<file path="src/rtl/cls_arbiter.sv">
// Packet-level round-robin arbiter feeding one registered SPI byte buffer.
// Optional idle-timeout release is built when CLS_ARB_TIMEOUT_EN is defined.
module cls_arbiter #(
    parameter int unsigned TIMEOUT = 255
) (
    input  logic       clock,
    input  logic       reset,
    input  logic [7:0] req0_data,
    input  logic       req0_valid,
    input  logic       req0_last,
    output logic       req0_ready,
    input  logic [7:0] req1_data,
    input  logic       req1_valid,
    input  logic       req1_last,
    output logic       req1_ready,
    output logic [7:0] tx_data,
    output logic       tx_last,
    output logic       tx_valid,
    input  logic       tx_ready,
    output logic [1:0] grant,
    output logic       abort
);

    typedef enum logic [1:0] {
        IDLE = 2'b00,
        GNT0 = 2'b01,
        GNT1 = 2'b10
    } state_t;

    state_t     state_q, state_d;
    logic       last_served_q, last_served_d;
    logic       tx_valid_q, tx_valid_d;
    logic [7:0] tx_data_q, tx_data_d;
    logic       tx_last_q, tx_last_d;

    logic       buf_free;
    logic       acc0, acc1, acc;
    logic       acc_last;
    logic [7:0] acc_data;
    logic       timeout;

    assign buf_free   = !tx_valid_q || tx_ready;
    assign req0_ready = (state_q == GNT0) && buf_free;
    assign req1_ready = (state_q == GNT1) && buf_free;
    assign acc0       = req0_ready && req0_valid;
    assign acc1       = req1_ready && req1_valid;
    assign acc        = acc0 || acc1;
    assign acc_last   = acc1 ? req1_last : req0_last;
    assign acc_data   = acc1 ? req1_data : req0_data;

    assign grant    = {state_q == GNT1, state_q == GNT0};
    assign tx_data  = tx_data_q;
    assign tx_last  = tx_last_q;
    assign tx_valid = tx_valid_q;

`ifdef CLS_ARB_TIMEOUT_EN
    logic [7:0] idle_cnt_q, idle_cnt_d;
    logic [7:0] idle_cnt_inc;

    assign idle_cnt_inc = idle_cnt_q + 8'd1;

    // Counts consecutive granted cycles without an accepted byte.
    always_comb begin
        idle_cnt_d = 8'd0;
        timeout    = 1'b0;
        if ((state_q != IDLE) && !acc) begin
            if (idle_cnt_inc == 8'(TIMEOUT)) begin
                timeout = 1'b1;
            end else begin
                idle_cnt_d = idle_cnt_inc;
            end
        end
    end

    always_ff @(posedge clock) begin
        if (reset) begin
            idle_cnt_q <= 8'd0;
        end else begin
            idle_cnt_q <= idle_cnt_d;
        end
    end

    assign abort = timeout;
`else
    assign timeout = 1'b0;
    assign abort   = 1'b0;
`endif

    always_comb begin
        state_d       = state_q;
        last_served_d = last_served_q;
        tx_valid_d    = tx_valid_q;
        tx_data_d     = tx_data_q;
        tx_last_d     = tx_last_q;

        if (acc) begin
            tx_valid_d = 1'b1;
            tx_data_d  = acc_data;
            tx_last_d  = acc_last;
        end else if (tx_ready) begin
            tx_valid_d = 1'b0;
        end

        unique case (state_q)
            IDLE: begin
                // On a tie the requester not served last wins.
                if (req0_valid && (!req1_valid || last_served_q)) begin
                    state_d = GNT0;
                end else if (req1_valid) begin
                    state_d = GNT1;
                end
            end
            GNT0: begin
                if ((acc0 && acc_last) || timeout) begin
                    state_d       = IDLE;
                    last_served_d = 1'b0;
                end
            end
            GNT1: begin
                if ((acc1 && acc_last) || timeout) begin
                    state_d       = IDLE;
                    last_served_d = 1'b1;
                end
            end
            default: state_d = IDLE;
        endcase
    end

    always_ff @(posedge clock) begin
        if (reset) begin
            state_q       <= IDLE;
            last_served_q <= 1'b1;
            tx_valid_q    <= 1'b0;
            tx_data_q     <= 8'h00;
            tx_last_q     <= 1'b0;
        end else begin
            state_q       <= state_d;
            last_served_q <= last_served_d;
            tx_valid_q    <= tx_valid_d;
            tx_data_q     <= tx_data_d;
            tx_last_q     <= tx_last_d;
        end
    end

endmodule

</file>
<file path="config.mk">
export PLATFORM = sky130hd
export DESIGN_NAME = cls_arbiter
export DESIGN_NICKNAME = d
export VERILOG_FILES = /design/src/rtl/cls_arbiter.sv
export SDC_FILE = /design/constraint.sdc
export NUM_CORES = 1
export LEC_CHECK = 0
export ABC_CLOCK_PERIOD_IN_PS = 2200
export CORE_ASPECT_RATIO = 1.1
export CORE_UTILIZATION = 43
export DETAILED_ROUTE_END_ITERATION = 7
export PLACE_DENSITY_LB_ADDON = 0.08
export SKIP_LAST_GASP = 1
export SLEW_MARGIN = 20
export SYNTH_ARGS = -nofsm -noshare
export SYNTH_HDL_FRONTEND = slang
export SYNTH_SLANG_ARGS = --single-unit
</file>
<file path="constraint.sdc">
create_clock -name clock -period 2.2 [get_ports clock]
set_input_delay 0.44 -clock clock [delete_from_list [all_inputs] [get_ports clock]]
set_output_delay 0.44 -clock clock [all_outputs]
set_load 0.005 [all_outputs]
</file>
After elaboration in Yosys (flattened, before gate mapping)
Cells that the tools add are included.
{"block": "totals", "reg_bits": 13, "out_inout_bits": 15, "elab_cells": 39, "input_bits": 23}
{"block": "op_classes", "n_eq_ne": 5, "n_mux": 12, "reduce_logical": 17}
{"operator": "$mux 2", "n": 4}
{"operator": "$mux 8", "n": 1}
{"operator": "$logic_and 1x1->1", "n": 7}
{"operator": "$pmux 2 s3", "n": 1}
{"operator": "$reduce_and 3->1", "n": 2}
{"operator": "$mux 1", "n": 5}
{"operator": "$ne 2x1->1 const B", "n": 2}
{"operator": "$reduce_bool 2->1", "n": 2}
{"operator": "$logic_or 1x1->1", "n": 3}
{"operator": "$ne 3x3->1 const B", "n": 1}
{"operator": "$eq 2x1->1 const B", "n": 1}
{"operator": "$eq 2x2->1 const B", "n": 1}
{"operator": "$logic_not 1->1", "n": 2}
{"operator": "$logic_not 2->1", "n": 1}
{"operator": "$pmux 1 s2", "n": 1}

Depth between registers and ports, before layout
Gate-level depths: netlist (run 1).
{"block": "logic_depth", "word_depth": 8, "ltp_mapped": 5, "mapped_depth_nobuf": 4}

Worst setup path before layout (run 1)
OpenSTA, ideal clock, no wires.
{"block": "synth_path", "path_kind": "input to output", "from": "input port tx_ready", "to": "output port req0_ready", "required_ps": 1760, "setup_slack_ps": 968, "arrival_time_ps": 792, "cell_stages": 3, "path_buffers": 1, "cell_sequence": "nor2b_1 > buf_2 > nor2_1"}
{"block": "synth_via", "elab_chain_cells": 2}
{"element": "from (decl)", "line": "19", "rtl": "input logic tx_ready,"}
{"element": "$logic_or 1x1->1", "line": "42", "rtl": "assign buf_free = !tx_valid_q || tx_ready;"}
{"element": "$logic_and 1x1->1", "line": "43", "rtl": "assign req0_ready = (state_q == GNT0) && buf_free;"}
{"element": "to (decl)", "line": "11", "rtl": "output logic req0_ready,"}
Every way passes these cells.

Worst setup path after layout (run 1)
Same ends and word-level chain as after synthesis.

==> results of run 1 <==
[layout make-up]
type / instances / share of cell area, %
inverters: 5 / 1.889
well taps: 17 / 1.889
repair buffers: 40 / 34.67
clock buffers: 4 / 2.333
flip-flops and latches: 13 / 23.11
multi-input cells: 55 / 36.11
[synth_stat cells]
master     n  area [um2]
nand3_1    1       5.000
nor2_1     3       11.26
o211ai_1   1       7.510
nand4_1    9       56.30
nand2b_4   2       27.53
inv_1      1       3.750
clkbuf_1   1       3.750
buf_12     2       40.04
a21boi_1   1       7.510
dfxtp_1   13       260.3
inv_2      3       11.26
nand3_2    1       10.01
nor2b_1    1       6.260
nand2_1    1       3.750
a41o_1     2       20.02
inv_4      1       6.260
a21o_1     1       7.510
conb_1     1       3.750
buf_2      2       10.01
buf_4      3       22.52
nor4_1     9       56.30
a311oi_1  10       87.58
a31oi_1    1       6.260
buf_6      3       33.78
a41o_2     1       11.26
o31ai_1    8       60.06
nand2b_1   1       6.260
o31ai_2    1       12.51
[power breakdown]
group	internal, uW	switching, uW	leakage, uW
combinational	106	80.8	0.000261
sequential	255	13.3	0.000106
clock	70.3	85.2	0.0000150
[critical path, stage by stage]
cell             delay [ns]
clkdlybuf4s50_1        0.42
nor2b_1                0.27
nor2_1                 0.08
clkdlybuf4s50_1        0.45
[per-stage QoR]
stage | std cells | setup WS, ns
final | 134 | 0.1061
after global routing | 134 | 0.03503
after CTS | 134 | 0.1135
after detailed placement | 130 | 0.1351
after global placement | 130 | 0.1278
after floorplan | 84 | 0.9678
[sequential cells by signal, summed over array words and instances, names as in the netlist]
name           cells
tx_last            1
tx_valid           1
tx_data            8
last_served_q      1
state_q            2
[routing by layer]
metal,track usage [%],share of wire [%],up-vias
li1,-,-,405
met1,28.34,44,395
met2,39.70,49,29
met3,4.615,5.3,2
met4,9.091,0.77,0
met5,0,0,-
[cells by family after synthesis]
| family | count (synthesis) |
|---|---|
| and+or+nand+nor | 28 |
| AOI/OAI and AO/OA | 26 |
| buffers and inverters | 16 |
| DFF | 13 |
| other | 1 |
[path summary, 6_finish.rpt]
check,from,endpoint,slack [ns],depth (start not counted)
max reg2reg,tx_valid,tx_data[5],0.81,4
min,tx_data[2],tx_data[2],0.49,2
max,tx_ready,req0_ready,0.11,4
min reg2reg,tx_data[2],tx_data[2],0.49,2
==> impl_metrics.csv, run 1 <==
group,metric,value,unit
outcome,run_status,"finished, final reports clean",
floorplanning,fp-row-count,15,
critical_path,start_kind,"input port",
placed_design,io_buffers,36,
layout,drive_above_1_share,13.68,%
layout,final_cell_mix,"36 x clkdlybuf4s50_1, 13 x dfxtp_1, 10 x a311oi_1",
power_and_ir_drop,power_density,541.8,nW/um2
yosys,yosysWarnings,0,
timing,tns,0,ns
yosys,synth_compound_area_share,27.59,%
layout,final-seq-area,260.3,um2
routing,drt-vias-per-instance,6.201,
power_and_ir_drop,p_leak,0.0003818,uW
timing,finalSetupViolations,0,
routing,drt_wl_total,2197,um
clock_network,cts_setup_buffers,0,
timing,fin_worst_skew,0.005941,ns
grt,antenna_found_initial,0,
clock_network,path_clk_slew,0.08,ns
layout,multi_input_area,406.6,um2
clock_network,post_cts_resized,0,
floorplanning,die_x,43.08,um
grt,grt_pass1_wl,3429,um
clock_network,clockBufferDepth,2,
layout,syn_to_final_growth,41.07,%
floorplanning,die_h,47.19,um
critical_path,cp-end-kind,"output pin",
critical_path,worstPathMaxFanout,3,
grt,grt_usage,22.93,%
clock_network,cts_hold_buf,0,
layout,final_util,68.18,%
layout,diodes,0,
routing,drt.antenna.violating_nets,0,
yosys,ys_seq_area_share,32.60,%
floorplanning,placeableCoreArea,1652,um2
yosys,synth_fa_ha_area_share,0,%
yosys,synth_top_family_by_area,"compound AO/OA/AOI/OAI gates",
routing,drt-initial-drc-count,19,
layout,nFillCells,155,
floorplanning,die-area,2033,um2
clock_network,cts_made_buffers,3,
power_and_ir_drop,p_total,610.2,uW
timing,hold_violations,0,
placed_design,dpl_cell_area,1100,um2
routing,dr.pass1.iters,4,
layout,final_common_cell,"clkdlybuf4s50_1",
layout,fin_area,1126,um2
yosys,syn_avg_cell_area,9.503,um2
timing,fin_crit_sh,95.18,%
clock_network,h-tree-depth,1,
routing,drcViolationCount,0,
power_and_ir_drop,ir_drop,327.0,uV
yosys,synth-xor-area-share,0,%
clock_network,tritoncts,"yes",
yosys,syn_inst,84,
clock_network,clock_latency,0.28,ns
yosys,muxShareOfSynthArea,0,%
floorplanning,ios,38,
routing,wl_per_cell,16.40,um
timing,rsz0062_at_grt,"no",
layout,fin_nets,141,
yosys,synth_nets,107,
timing,hold_slack,0.4890,ns
grt,grt_pass1_vias,740,
critical_path,crit_arrival,1.65,ns
timing,min_period,2.094,ns
run,maxCapViolCount,0,
yosys,netlist_area,798.3,um2
placed_design,place_congestion,0.7995,
timing,fmaxAchievable,477.6,MHz
yosys,ys_seq_elements,13,
critical_path,cp.required,1.76,ns
yosys,ys_types,28,
grt,grt_remaining_overflow,0,
clock_network,cts.sinks,13,
placed_design,hpwl,1560,um
clock_network,ctsRootBufferMaster,"clkbuf_4",
critical_path,path_class,"input port to output pin",
worst_hold_path,hold_path.class,"flip-flop to flip-flop",
yosys,synthSimpleGateAreaFrac,22.88,%
grt,grt_max_degree,19,
routing,via_count,831,
timing,slew_violations,0,
floorplanning,start_util,48.33,%
Power figures use the tool's default switching activity.
==> inputs of run 2 (changes only) <==
--- a/config.mk
+++ b/config.mk
@@ -15,3 +15,4 @@
 export SYNTH_ARGS = -nofsm -noshare
 export SYNTH_HDL_FRONTEND = slang
 export SYNTH_SLANG_ARGS = --single-unit
+export TNS_END_PERCENT = 50
==> results of run 2 <==
Final layout, timing and power as in run 1 (identical DEF).
